$ cat src/rtl/fpu_arbiter_pkg.sv
// Shared FPU definitions: opcode encoding and bus widths used by the
// arbiter, its tag FIFO and the requester/FPU interface.
package fpu_arbiter_pkg;

  localparam int OP_W   = 3;
  localparam int DATA_W = 32;

  // Opcodes 5..7 are not named but still travel through the arbiter untouched.
  typedef enum logic [OP_W-1:0] {
    OP_ADD  = 3'd0,
    OP_SUB  = 3'd1,
    OP_MUL  = 3'd2,
    OP_DIV  = 3'd3,
    OP_SQRT = 3'd4
  } fpu_op_e;

  // Index width that stays legal when only one entry exists.
  function automatic int clog2_min1(input int n);
    return (n > 1) ? $clog2(n) : 1;
  endfunction

endpackage

$ cat src/rtl/fpu_arbiter_if.sv
// Requester and FPU bus bundle. The master side is the system (requesters
// plus FPU), the slave side is the arbiter.
interface fpu_arbiter_if
  import fpu_arbiter_pkg::*;
#(
  parameter int NUM_REQ = 2
);
  logic [NUM_REQ-1:0]             req_valid;
  logic [NUM_REQ-1:0][OP_W-1:0]   req_op;
  logic [NUM_REQ-1:0][DATA_W-1:0] req_a;
  logic [NUM_REQ-1:0][DATA_W-1:0] req_b;
  logic [NUM_REQ-1:0]             req_ready;
  logic [NUM_REQ-1:0]             resp_valid;
  logic [DATA_W-1:0]              resp_result;

  logic                           fpu_start;
  logic [OP_W-1:0]                fpu_op;
  logic [DATA_W-1:0]              fpu_operand_a;
  logic [DATA_W-1:0]              fpu_operand_b;
  logic                           fpu_stall;
  logic                           fpu_valid;
  logic [DATA_W-1:0]              fpu_result;

  modport master (
    output req_valid, req_op, req_a, req_b, fpu_stall, fpu_valid, fpu_result,
    input  req_ready, resp_valid, resp_result,
           fpu_start, fpu_op, fpu_operand_a, fpu_operand_b
  );

  modport slave (
    input  req_valid, req_op, req_a, req_b, fpu_stall, fpu_valid, fpu_result,
    output req_ready, resp_valid, resp_result,
           fpu_start, fpu_op, fpu_operand_a, fpu_operand_b
  );
endinterface

$ cat src/rtl/fpu_tag_fifo.sv
// In-order tag FIFO: remembers which requester owns each in-flight FPU op.
module fpu_tag_fifo #(
  parameter int DEPTH = 16,
  parameter int W     = 1
) (
  input  logic                   clk,
  input  logic                   reset,
  input  logic                   push,
  input  logic [W-1:0]           din,
  input  logic                   pop,
  output logic [W-1:0]           dout,
  output logic                   full,
  output logic                   empty,
  output logic [$clog2(DEPTH):0] count
);
  import fpu_arbiter_pkg::*;

  localparam int AW = clog2_min1(DEPTH);
  localparam int CW = $clog2(DEPTH) + 1;

  logic [W-1:0]  mem [DEPTH];
  logic [AW-1:0] wr_ptr, rd_ptr;
  logic          push_ok, pop_ok;

  assign full    = (count == CW'(DEPTH));
  assign empty   = (count == '0);
  assign push_ok = push & ~full;
  assign pop_ok  = pop & ~empty;
  assign dout    = mem[rd_ptr];

  // Pointer and occupancy update; push and pop in one cycle leave count alone.
  always_ff @(posedge clk) begin
    if (reset) begin
      wr_ptr <= '0;
      rd_ptr <= '0;
      count  <= '0;
    end else begin
      if (push_ok) wr_ptr <= (wr_ptr == AW'(DEPTH-1)) ? '0 : wr_ptr + 1'b1;
      if (pop_ok)  rd_ptr <= (rd_ptr == AW'(DEPTH-1)) ? '0 : rd_ptr + 1'b1;
      count <= count + CW'(push_ok) - CW'(pop_ok);
    end
  end

  // Tag storage; contents need no reset since count gates every read.
  always_ff @(posedge clk) begin
    if (push_ok) mem[wr_ptr] <= din;
  end

endmodule

$ cat src/rtl/fpu_arbiter.sv
// Round-robin arbiter sharing one pipelined FPU among NUM_REQ requesters.
// Grants issue combinationally, in-flight owners are tracked in a tag FIFO,
// and each FPU result is routed back one cycle later through a register.
module fpu_arbiter
  import fpu_arbiter_pkg::*;
#(
  parameter int NUM_REQ   = 2,
  parameter int TAG_DEPTH = 16
) (
  input  logic                       clk,
  input  logic                       reset,
  fpu_arbiter_if.slave               bus,
  output logic [$clog2(TAG_DEPTH):0] outstanding,
  output logic                       tag_underflow
);
  localparam int IDX_W = clog2_min1(NUM_REQ);

  logic [IDX_W-1:0] rr_ptr, gnt_idx, tag_head;
  logic             any_req, issue, pop, full, empty;

  // Round-robin search from rr_ptr for the first requester with valid high.
  always_comb begin
    int idx;
    idx     = 0;
    any_req = 1'b0;
    gnt_idx = '0;
    for (int off = 0; off < NUM_REQ; off++) begin
      idx = (int'(rr_ptr) + off) % NUM_REQ;
      if (!any_req && bus.req_valid[IDX_W'(idx)]) begin
        any_req = 1'b1;
        gnt_idx = IDX_W'(idx);
      end
    end
  end

  // Full is taken from the pre-pop count, so a full FIFO never issues even
  // when a result is returning in the same cycle.
  assign issue = any_req & ~bus.fpu_stall & ~full & ~reset;
  assign pop   = bus.fpu_valid & ~empty;

  // Issue path: operands flow straight from the granted requester; idle is all zero.
  always_comb begin
    bus.req_ready     = '0;
    bus.fpu_start     = 1'b0;
    bus.fpu_op        = '0;
    bus.fpu_operand_a = '0;
    bus.fpu_operand_b = '0;
    if (issue) begin
      bus.req_ready[gnt_idx] = 1'b1;
      bus.fpu_start          = 1'b1;
      bus.fpu_op             = bus.req_op[gnt_idx];
      bus.fpu_operand_a      = bus.req_a[gnt_idx];
      bus.fpu_operand_b      = bus.req_b[gnt_idx];
    end
  end

  // Round-robin pointer moves past the winner only when an issue happens.
  always_ff @(posedge clk) begin
    if (reset)      rr_ptr <= '0;
    else if (issue) rr_ptr <= (gnt_idx == IDX_W'(NUM_REQ-1)) ? '0 : gnt_idx + 1'b1;
  end

  fpu_tag_fifo #(
    .DEPTH (TAG_DEPTH),
    .W     (IDX_W)
  ) u_tag_fifo (
    .clk   (clk),
    .reset (reset),
    .push  (issue),
    .din   (gnt_idx),
    .pop   (pop),
    .dout  (tag_head),
    .full  (full),
    .empty (empty),
    .count (outstanding)
  );

  // Response register: one-cycle pulse to the tag owner, result held otherwise.
  always_ff @(posedge clk) begin
    if (reset) begin
      bus.resp_valid  <= '0;
      bus.resp_result <= '0;
    end else begin
      bus.resp_valid <= '0;
      if (pop) begin
        bus.resp_valid[tag_head] <= 1'b1;
        bus.resp_result          <= bus.fpu_result;
      end
    end
  end

  // A result with nothing in flight is a protocol error; stick until reset.
  always_ff @(posedge clk) begin
    if (reset)                        tag_underflow <= 1'b0;
    else if (bus.fpu_valid && empty)  tag_underflow <= 1'b1;
  end

endmodule

$ cat src/flat_wrapper.sv
// flat-port wrapper written by rule: the top's interface ports become plain ports
module fpu_arbiter_flat import fpu_arbiter_pkg::*;
#(
  parameter int NUM_REQ   = 2,
  parameter int TAG_DEPTH = 16
)
  (clk, reset, outstanding, tag_underflow, bus_req_valid, bus_req_op, bus_req_a, bus_req_b, bus_fpu_stall, bus_fpu_valid, bus_fpu_result, bus_req_ready, bus_resp_valid, bus_resp_result, bus_fpu_start, bus_fpu_op, bus_fpu_operand_a, bus_fpu_operand_b);
  fpu_arbiter_if #(.NUM_REQ(NUM_REQ)) bus_i ();
  input  logic clk;
  input  logic reset;
  output logic [$clog2(TAG_DEPTH):0] outstanding;
  output logic tag_underflow;
  input wire logic [$bits(bus_i.req_valid)-1:0] bus_req_valid;
  input wire logic [$bits(bus_i.req_op)-1:0] bus_req_op;
  input wire logic [$bits(bus_i.req_a)-1:0] bus_req_a;
  input wire logic [$bits(bus_i.req_b)-1:0] bus_req_b;
  input wire logic [$bits(bus_i.fpu_stall)-1:0] bus_fpu_stall;
  input wire logic [$bits(bus_i.fpu_valid)-1:0] bus_fpu_valid;
  input wire logic [$bits(bus_i.fpu_result)-1:0] bus_fpu_result;
  output wire logic [$bits(bus_i.req_ready)-1:0] bus_req_ready;
  output wire logic [$bits(bus_i.resp_valid)-1:0] bus_resp_valid;
  output wire logic [$bits(bus_i.resp_result)-1:0] bus_resp_result;
  output wire logic [$bits(bus_i.fpu_start)-1:0] bus_fpu_start;
  output wire logic [$bits(bus_i.fpu_op)-1:0] bus_fpu_op;
  output wire logic [$bits(bus_i.fpu_operand_a)-1:0] bus_fpu_operand_a;
  output wire logic [$bits(bus_i.fpu_operand_b)-1:0] bus_fpu_operand_b;
  assign bus_i.req_valid = bus_req_valid;
  assign bus_i.req_op = bus_req_op;
  assign bus_i.req_a = bus_req_a;
  assign bus_i.req_b = bus_req_b;
  assign bus_i.fpu_stall = bus_fpu_stall;
  assign bus_i.fpu_valid = bus_fpu_valid;
  assign bus_i.fpu_result = bus_fpu_result;
  assign bus_req_ready = bus_i.req_ready;
  assign bus_resp_valid = bus_i.resp_valid;
  assign bus_resp_result = bus_i.resp_result;
  assign bus_fpu_start = bus_i.fpu_start;
  assign bus_fpu_op = bus_i.fpu_op;
  assign bus_fpu_operand_a = bus_i.fpu_operand_a;
  assign bus_fpu_operand_b = bus_i.fpu_operand_b;
  fpu_arbiter #(.NUM_REQ(NUM_REQ), .TAG_DEPTH(TAG_DEPTH)) u_core (.clk(clk), .reset(reset), .bus(bus_i), .outstanding(outstanding), .tag_underflow(tag_underflow));
endmodule
$ cat config.mk
export PLATFORM = sky130hd
export DESIGN_NAME = fpu_arbiter_flat
export DESIGN_NICKNAME = d
export VERILOG_FILES = /design/src/rtl/fpu_arbiter_pkg.sv /design/src/rtl/fpu_arbiter_if.sv /design/src/rtl/fpu_tag_fifo.sv /design/src/rtl/fpu_arbiter.sv /design/src/flat_wrapper.sv
export SDC_FILE = /design/constraint.sdc
export NUM_CORES = 1
export LEC_CHECK = 0
export CAP_MARGIN = 20
export CORE_MARGIN = 10
export CORE_UTILIZATION = 39
export CTS_BUF_LIST = sky130_fd_sc_hd__clkbuf_8
export CTS_CLUSTER_SIZE = 12
export DETAILED_ROUTE_END_ITERATION = 10
export GPL_ROUTABILITY_DRIVEN = 0
export PLACE_DENSITY = 0.88
export SYNTH_ARGS = -nofsm -noshare
export SYNTH_HDL_FRONTEND = slang
export SYNTH_SLANG_ARGS = --single-unit
$ cat constraint.sdc
create_clock -name clk -period 9.6 [get_ports clk]
set_input_delay 2.88 -clock clk [delete_from_list [all_inputs] [get_ports clk]]
set_output_delay 2.88 -clock clk [all_outputs]
set_load 0.03 [all_outputs]
==> impl_results.md <==
- Clock tree from TritonCTS: done
- Synth Cell Area: 0.00404 mm2
- Core area: 0.0102 mm2
- I/O Buffers: 280
- Row cnt: 37
- Gr usage total: 0.217
- Vias in the first global route: 4,302
- Fin. max-slew vios: 0
- Worst hold path depth: 2
- Max-Cap Viols: 0
- Postcts setup bufs: 0
- Drt via density: 4.80
- EDFF count, synth: 16
- Top_reg_cell synth: dfxtp_1
- Clk pwr share: 0.200
- Sink Count: 69
- Net Sw Power: 0.429 mW
- Overall power: 1.13 mW
- Vias: 4,066
- Unrepaired setup endpoints after global routing: false
- Commonest cells in the netlist: 86 x nor2_1, 69 x mux2i_1, 53 x dfxtp_1
- Syn Area/Cell: 9.16 um2
- Area delta synth->final: 74.2%
- Worst Clk Skew: 7.24 ps
- Starting DRT DRC Count: 231
- Hold crit path type: flip-flop to flip-flop
- Largest net degree at the start of global routing: 73
- Share of cells above drive strength 1: 0.121
- Tmin final: 8290 ps
- # setup viols final: 0
- R2R cell count: 14
- Post-route ant nets: 0
- Static leakage: 2.46 nW
- Most common cell in the netlist: nor2_1
- Pre-antenna DRT Iters: 6
- Setup tns final: 0 ps
- DRC Markers: 0
- Hold Vio Cnt, Final: 0
- Initial antenna violation count: 2
- Post-CTS resize count: 0
- Cell taking the most area after synthesis: dfxtp_1
- FF+latch count, synth: 69
- Seq/Total Area, Yosys: 0.382
- Total CTS buffers: 9
- Max FO, Critical Path: 41
- Top Ports: 282
- H-tree level count: 3
- Total power per unit cell area: 161 mW/mm2
- Critical path class: input pin to primary output
- Hpwl dp: 13,700 um
- Initial Util: 0.395
- Die height: 122 um
- # hold bufs at CTS: 0
- Final period utilization: 0.863
- Reg clk slew, reported paths: 60 ps
- Pint: 0.706 mW
- CTS Root Cell: clkbuf_8
- Yosys warnings: 0
- Crit. End Element: primary output
- Logic pwr share: 0.468
- Required time of the critical path: 6720 ps
- # nets final: 888
- Worst path arrival time: 5410 ps
- FMAX: 0.121 GHz
- Max-slew headroom: 0.552
- Worst-Margin Slew: 673 ps
- Global-route wire length before repair: 24,800 um
- Mapped Cells: 441
- Syn nets: 625
- Synth unique cells: 40
- Sequential share of power: 0.333
- Critical path launch point type: input pin
- Status: finished, final reports clean
- Synth async-reset ratio: 0
- Max VDD drop: 0.0830 mV
- Clock latency on the worst-skew pair: 330 ps
- Die X: 122 um
- Sw frac: 0.378
- Routed wire length: 16,800 um
- CTS Buffer Depth: 2
- Wire per inst: 19.8 um
- Grt ovf: 0
- Area contributors post-synth: dfxtp_1 26%, mux2i_1 17%, edfxtp_1 12%
- Yosys top cell area share: 0.263
- Die area: 0.0148 mm2
## kinds of logic (layout without fill, tap and decap cells)
kind of cell | count (synthesis) | in the layout | synth area share
xor+xnor | 5 | 5 | 0.0108
mux | 74 | 74 | 0.196
other cells | 0 | 2 | 0
flops | 69 | 69 | 0.382
fa+ha+maj | 12 | 12 | 0.0390
simple gates | 191 | 191 | 0.218
buf+inv | 42 | 310 | 0.0660
compound gates | 48 | 48 | 0.0886
## worst max-delay path: stages
cell             delay (ps)
clkdlybuf4s50_1         460
nor3b_2                 200
and2_1                  380
inv_2                   320
buf_12                  270
nor2_1                  130
clkdlybuf4s50_1         740
## worst paths after layout
| kind | from | to | slack [ps] |
|---|---|---|---|
| worst max-delay path | bus_req_valid[0] | bus_fpu_operand_b[3] | 1310 |
| worst max register to register | u_core.u_tag_fifo.count[2]$_SDFF_PP0_ | u_core.u_tag_fifo.count[4]$_SDFF_PP0_ | 5850 |
| worst min-delay path | u_core.bus.resp_result[30]$_SDFFE_PP0P_ | u_core.bus.resp_result[30]$_SDFFE_PP0P_ | 460 |
| worst min register to register | u_core.bus.resp_result[30]$_SDFFE_PP0P_ | u_core.bus.resp_result[30]$_SDFFE_PP0P_ | 460 |
## power groups by stage
stage | sequential, mW | combinational (mW) | clock (mW)
floorplan | 0.442 | 0.279 | 0
global placement | 0.388 | 0.510 | 0
detailed placement | 0.392 | 0.521 | 0
CTS | 0.385 | 0.525 | 0.232
global route | 0.382 | 0.571 | 0.244
finish | 0.378 | 0.531 | 0.227
## sequential cells by signal, indices dropped and copies added, names as in the netlist, named ones only
signal / flops
u_core.bus.resp_result: 32
u_core.bus.resp_valid: 2
u_core.rr_ptr: 1
u_core.tag_underflow: 1
u_core.u_tag_fifo.count: 5
u_core.u_tag_fifo.mem: 16
u_core.u_tag_fifo.rd_ptr: 4
u_core.u_tag_fifo.wr_ptr: 4
## cell type report
type	count	area (um2)
Clock inverter	6	55.1
Antenna cell	2	5.00
Clock buffer	10	138
Multi-Input combinational cell	330	2230
Timing Repair Buffer	283	2850
Inverter	11	41.3
Tap cell	136	170
Sequential cell	69	1550
Fill cell	763	3190
## per-layer routing
layer / track usage / up-vias / wire length, um
li1: - / 2010 / -
met2: 0.374 / 186 / 8460
met5: 0 / - / 0
met1: 0.220 / 1854 / 5830
met4: 0.0618 / 0 / 243
met3: 0.122 / 16 / 2220
## metrics by stage
stage	instances	util	hold WS (ps)	area [um2]	setup slack, ps
CTS	843	0.683	459	6990	1230
floorplan	441	-	461	4040	2420
global route	847	0.688	473	7040	1140
finish	847	0.688	457	7040	1310
detailed placement	827	0.664	449	6790	1240
global placement	827	0.664	441	6790	1260
## layout by cell type, fill, tap and decap left out, drive strengths merged, types with 10 or more instances in the layout
master           n
nor2            86
clkbuf          10
edfxtp          16
clkdlybuf4s50  279
inv             13
a21oi           41
nand2           77
mux2i           69
dfxtp           53
ha              11
Note: power is estimated with default switching activity, not from simulation.
